## src/rtl/reg_map_table.sv

```systemverilog
// reg_map_table: architectural-to-physical rename map with checkpoint columns shared with the free list.
// Optional error checking is enabled by defining REG_MAP_TABLE_CHECKS_EN.
`default_nettype none

module reg_map_table #(
  parameter int NUM_ARCH_REGS      = 32,
  parameter int NUM_PHYS_REGS      = 64,
  parameter int CHECKPOINT_COLUMNS = 4,
  parameter int ROB_DEPTH          = 16,
  parameter int LOG_NUM_ARCH_REGS  = $clog2(NUM_ARCH_REGS),
  parameter int LOG_NUM_PHYS_REGS  = $clog2(NUM_PHYS_REGS),
  parameter int LOG_CHECKPOINT_COLUMNS = $clog2(CHECKPOINT_COLUMNS),
  parameter int LOG_ROB_DEPTH      = $clog2(ROB_DEPTH)
) (
  input  logic                              CLK,
  input  logic                              nRST,
  output logic                              DUT_error,
  input  logic [LOG_NUM_ARCH_REGS-1:0]      source_arch_reg_tag_A,
  input  logic [LOG_NUM_ARCH_REGS-1:0]      source_arch_reg_tag_B,
  output logic [LOG_NUM_PHYS_REGS-1:0]      source_phys_reg_tag_A,
  output logic [LOG_NUM_PHYS_REGS-1:0]      source_phys_reg_tag_B,
  input  logic                              rename_valid,
  input  logic [LOG_NUM_ARCH_REGS-1:0]      rename_dest_arch_reg_tag,
  input  logic [LOG_NUM_PHYS_REGS-1:0]      rename_dest_phys_reg_tag,
  output logic [LOG_NUM_PHYS_REGS-1:0]      rename_old_dest_phys_reg_tag,
  input  logic                              revert_valid,
  input  logic [LOG_NUM_ARCH_REGS-1:0]      revert_dest_arch_reg_tag,
  input  logic [LOG_NUM_PHYS_REGS-1:0]      revert_safe_dest_phys_reg_tag,
  input  logic [LOG_NUM_PHYS_REGS-1:0]      revert_speculated_dest_phys_reg_tag,
  input  logic                              save_checkpoint_valid,
  input  logic [LOG_ROB_DEPTH-1:0]          save_checkpoint_ROB_index,
  output logic [LOG_CHECKPOINT_COLUMNS-1:0] save_checkpoint_safe_column,
  input  logic                              restore_checkpoint_valid,
  input  logic                              restore_checkpoint_speculate_failed,
  input  logic [LOG_ROB_DEPTH-1:0]          restore_checkpoint_ROB_index,
  input  logic [LOG_CHECKPOINT_COLUMNS-1:0] restore_checkpoint_safe_column,
  output logic                              restore_checkpoint_success
);

  typedef logic [LOG_NUM_PHYS_REGS-1:0] ptag_t;

  ptag_t                              map_q [NUM_ARCH_REGS];
  ptag_t                              map_d [NUM_ARCH_REGS];
  ptag_t                              ckpt_map_q [CHECKPOINT_COLUMNS][NUM_ARCH_REGS];
  ptag_t                              ckpt_map_d [CHECKPOINT_COLUMNS][NUM_ARCH_REGS];
  logic [LOG_ROB_DEPTH-1:0]           ckpt_rob_q [CHECKPOINT_COLUMNS];
  logic [LOG_ROB_DEPTH-1:0]           ckpt_rob_d [CHECKPOINT_COLUMNS];
  logic [CHECKPOINT_COLUMNS-1:0]      ckpt_valid_q, ckpt_valid_d;
  logic [LOG_CHECKPOINT_COLUMNS-1:0]  tail_q, tail_d;

  logic restore_match;
  logic do_failed_restore;
  logic rename_blocked;
  logic do_rename;
  logic do_save;

  assign source_phys_reg_tag_A        = map_q[source_arch_reg_tag_A];
  assign source_phys_reg_tag_B        = map_q[source_arch_reg_tag_B];
  assign rename_old_dest_phys_reg_tag = map_q[rename_dest_arch_reg_tag];
  assign save_checkpoint_safe_column  = tail_q;

  assign restore_match = restore_checkpoint_valid
                       && ckpt_valid_q[restore_checkpoint_safe_column]
                       && (ckpt_rob_q[restore_checkpoint_safe_column] == restore_checkpoint_ROB_index);
  assign restore_checkpoint_success = restore_match;

  // Revert outranks a failed restore; either one drops any rename or save this cycle.
  assign do_failed_restore = restore_match && restore_checkpoint_speculate_failed && !revert_valid;
  assign rename_blocked    = revert_valid || do_failed_restore;
  assign do_rename         = rename_valid && !rename_blocked && (rename_dest_arch_reg_tag != '0);
  assign do_save           = save_checkpoint_valid && !rename_blocked;

  always_comb begin
    map_d        = map_q;
    ckpt_map_d   = ckpt_map_q;
    ckpt_rob_d   = ckpt_rob_q;
    ckpt_valid_d = ckpt_valid_q;
    tail_d       = tail_q;

    if (restore_match && !restore_checkpoint_speculate_failed)
      ckpt_valid_d[restore_checkpoint_safe_column] = 1'b0;

    if (revert_valid) begin
      if (revert_dest_arch_reg_tag != '0)
        map_d[revert_dest_arch_reg_tag] = revert_safe_dest_phys_reg_tag;
    end else if (do_failed_restore) begin
      map_d        = ckpt_map_q[restore_checkpoint_safe_column];
      tail_d       = restore_checkpoint_safe_column;
      ckpt_valid_d = '0;
    end else begin
      if (do_rename)
        map_d[rename_dest_arch_reg_tag] = rename_dest_phys_reg_tag;
      // The saved copy is the map before this cycle's rename.
      if (do_save) begin
        ckpt_map_d[tail_q]   = map_q;
        ckpt_rob_d[tail_q]   = save_checkpoint_ROB_index;
        ckpt_valid_d[tail_q] = 1'b1;
        tail_d               = tail_q + 1'b1;
      end
    end
  end

  always_ff @(posedge CLK or negedge nRST) begin
    if (!nRST) begin
      for (int i = 0; i < NUM_ARCH_REGS; i++) map_q[i] <= ptag_t'(i);
      for (int c = 0; c < CHECKPOINT_COLUMNS; c++) begin
        ckpt_rob_q[c] <= '0;
        for (int i = 0; i < NUM_ARCH_REGS; i++) ckpt_map_q[c][i] <= '0;
      end
      ckpt_valid_q <= '0;
      tail_q       <= '0;
    end else begin
      map_q        <= map_d;
      ckpt_map_q   <= ckpt_map_d;
      ckpt_rob_q   <= ckpt_rob_d;
      ckpt_valid_q <= ckpt_valid_d;
      tail_q       <= tail_d;
    end
  end

`ifdef REG_MAP_TABLE_CHECKS_EN
  logic error_d, error_q;

  always_comb begin
    error_d = 1'b0;
    if (rename_valid && ((rename_dest_arch_reg_tag == '0) || rename_blocked))
      error_d = 1'b1;
    if (revert_valid && (map_q[revert_dest_arch_reg_tag] != revert_speculated_dest_phys_reg_tag))
      error_d = 1'b1;
    if (do_save && ckpt_valid_q[tail_q])
      error_d = 1'b1;
  end

  always_ff @(posedge CLK or negedge nRST) begin
    if (!nRST) error_q <= 1'b0;
    else       error_q <= error_d;
  end

  assign DUT_error = error_q;
`else
  logic spec_tag_unused;
  assign spec_tag_unused = ^revert_speculated_dest_phys_reg_tag;
  assign DUT_error       = 1'b0;
`endif

endmodule

`default_nettype wire

```

## config.mk

```make
export PLATFORM = sky130hd
export DESIGN_NAME = reg_map_table
export DESIGN_NICKNAME = d
export VERILOG_FILES = /design/src/rtl/reg_map_table.sv
export SDC_FILE = /design/constraint.sdc
export NUM_CORES = 2
export LEC_CHECK = 0
export BUFFER_PORTS_ARGS = -buffer_cell sky130_fd_sc_hd__buf_2
export CORE_MARGIN = 2
export CORE_UTILIZATION = 46
export DETAILED_ROUTE_END_ITERATION = 16
export GPL_ROUTABILITY_DRIVEN = 0
export HOLD_SLACK_MARGIN = 0.12
export PLACE_DENSITY_LB_ADDON = 0.1
export SLEW_MARGIN = 20
export SYNTH_ARGS = -nofsm -noshare
export SYNTH_HDL_FRONTEND = slang
export SYNTH_SLANG_ARGS = --single-unit
```

## constraint.sdc

```tcl
create_clock -name CLK -period 3.7 [get_ports CLK]
set_input_delay 0.555 -clock CLK [delete_from_list [all_inputs] [get_ports CLK]]
set_output_delay 0.555 -clock CLK [all_outputs]
set_load 0.005 [all_outputs]
```

==> out/qor.yml <==
status: "complete, no violations"
numCtsBuffers: 108
seq_area_frac_synth_pct: 49.3
synth_cell_type_count: 59
routed_wl_um: 170000
core_um2: 108000
dpl_cell_area_um2: 52700
io_buffers: 69
powerDensity_nw_per_um2: 794
postLayoutCoreUtil_pct: 52.5
p_leak_nw: 23.9
min_period_ns: 3.46
antenna_found_initial: 21
netlist_instances: 3656
start_util_pct: 46.5
cts_buffer_depth: 3
placedCellCount: 5041
grt_max_degree: 146
vias: 34700
drtAntennaViolNets: 0
required_ns: 3.14
synth_area_leaders: "dfrtp_1, mux4_2, mux2_1, mux2_2, dfstp_2"
synth_seq_cells: 982
fp.dieH_um: 334
grt_pass1_vias: 36400
finalMaxSlewViolations: 0
clkSinkCount: 982
die_w_um: 334
worst_setup_path_start_kind: "flop"
rsz0062_at_grt: "no"
netlist_area_um2: 50000
syn_avg_cell_area_um2: 13.7
whs_ns: 0.198
postSynthNetCount: 3715
insertion_delay_ns: 0.72
worst_pin_slew_ns: 1.06
final_cell_area_um2: 56500
cts_root_buf: "clkbuf_16"
tritoncts: "yes"
layout.nets: 3812
yosysWarningCount: 0
hp-class: "in2reg"
cap_violations: 0
grt_pass1_wl_um: 251000
critPathCaptureType: "output pin"
htree_levels: 3
syn2layout_area_growth_pct: 12.9
fin_cells: 5252
grt.total_usage_pct: 30.8
final_hold_viol_count: 0
slew_headroom_pct: 29.2
grt-ovfl-total: 0
rows: 120
tns_ns: 0
skew_ns: 0.0313
clock.fmax_mhz: 289
clkTransAtPathRegs_ns: 0.06
drc: 0
fin_crit_sh_pct: 93.4
io_pins: 77
drtIter0Drc: 3927
peakVddDrop_mv: 0.398
viasPerCell: 6.60
synth_ff_type: "dfrtp_1"
dp_hpwl_um: 119000
synth_area_leader_cell: "dfrtp_1"
async_reset_ff_share_pct: 100
worst-path-max-fanout: 8
setup_viol: 0
wire_per_inst_um: 32.3
postCtsSetupRepairBufs: 0
worst_ep_arrival_time_ns: 2.90
worstSetupPathType: "reg2out"
drive_above_1_share_pct: 31.8
synth_edf_count: 0
first_pass_iters: 6
dieArea_um2: 111000
synth_top_area_share_pct: 45.1
-- kinds of logic after synthesis --
kind of cell	share of synthesized area (%)
multiplexers	35.0
flip-flops	49.3
AO/OA/AOI/OAI	7.81
AND/OR/NAND/NOR	4.50
buffers and inverters	3.22
adder cells (fa/ha/maj)	0.100
XOR/XNOR	0.0700
other	0.00750
-- state kept, by name, summed over array words and instances, names as in the netlist --
signal / count
map_q: 192
ckpt_valid_q: 4
ckpt_rob_q: 16
save_checkpoint_safe_column: 2
ckpt_map_q: 768
-- stage by stage --
stage,power (mW),setup WS (ns)
floorplan,27.9,0.498
global placement,32.2,0.146
detailed placement,33.4,0.207
CTS,44.9,0.297
global route,46.9,0.256
finish,44.8,0.243
-- Yosys cell counts, drive strengths merged, types with 5 or more instances --
cell type and instances:
a2111oi 5, a211oi 10, a21o 21, a21oi 259
a221oi 12, a22o 6, a22oi 32, a31oi 28
and2 11, buf 166, clkbuf 110, dfrtp 902
dfstp 80, inv 9, mux2 798, mux2i 30
mux4 364, nand2 257, nand2b 6, nand3 22
nand3b 6, nand4 6, nor2 102, nor2b 5
nor3 19, o21a 11, o21ai 284, o22ai 11
o31ai 13, or2 33, or3b 6
-- timing repair --
| action | 4_1_cts | 5_1_grt |
|---|---|---|
| resized for setup | 0 | 0 |
| hold buffers | 5 | 0 |
| endpoints found under the hold margin | 56 | 0 |
-- worst max-delay path, stage by stage, from the launching register on --
cell	delay, ns
dfrtp_1	0.51
mux4_2	0.54
a22oi_1	0.38
nand4_1	0.47
buf_2	0.29
-- placed cells by master (no fill, tap or decap), types with 80 or more instances in the layout --
| cell | instances |
|---|---|
| a21oi_1 | 251 |
| buf_4 | 142 |
| clkbuf_16 | 109 |
| dfrtp_1 | 902 |
| dfstp_2 | 80 |
| mux2_1 | 516 |
| mux2_2 | 282 |
| mux4_2 | 364 |
| nand2_1 | 256 |
| nor2_1 | 100 |
| o21ai_0 | 229 |
-- routing by layer --
layer / track usage, % / wire length [um] / part of all wire [%]
met1: 40.9 / 66800 / 39
met2: 47.4 / 77100 / 45
met3: 8.22 / 16500 / 9.7
met4: 14.3 / 9400 / 5.5
met5: 0 / 131 / 0.077
-- final timing paths --
| kind | start | endpoint | slack (ns) | cells after the start |
|---|---|---|---|---|
| worst max register to register | ckpt_rob_q[1] | map_q[57] | 0.44 | 8 |
| worst min-delay path | restore_checkpoint_safe_column[1] | save_checkpoint_safe_column[1] | 0.20 | 3 |
| max in group asynchronous | nRST | save_checkpoint_safe_column[1] | 2.11 | 3 |
| min in group asynchronous | nRST | ckpt_map_q[180] | 0.42 | 2 |
| worst max-delay path | map_q[66] | rename_old_dest_phys_reg_tag[0] | 0.24 | 4 |
| worst min register to register | ckpt_map_q[480] | ckpt_map_q[480] | 0.48 | 1 |
-- layout make-up --
type                    count  area [um2]
fillers                  9051       51000
flip-flops and latches    982       24700
multi-input cells        2389       23700
clock buffers             154        3140
repair buffers            263        2490
well taps                1403        1760
clock inverters            48         619
inverters                   9        33.8
diodes                      4        10.0
-- power breakdown --
group	total (mW)	internal (mW)	switching (mW)	leakage (nW)
clock	11.4	6.80	4.59	1.85
combinational	12.3	7.18	5.13	10.1
sequential	21.1	16.2	4.98	12.0
total	44.8	30.1	14.7	23.9
No activity file was read; power rests on OpenSTA's default activity.
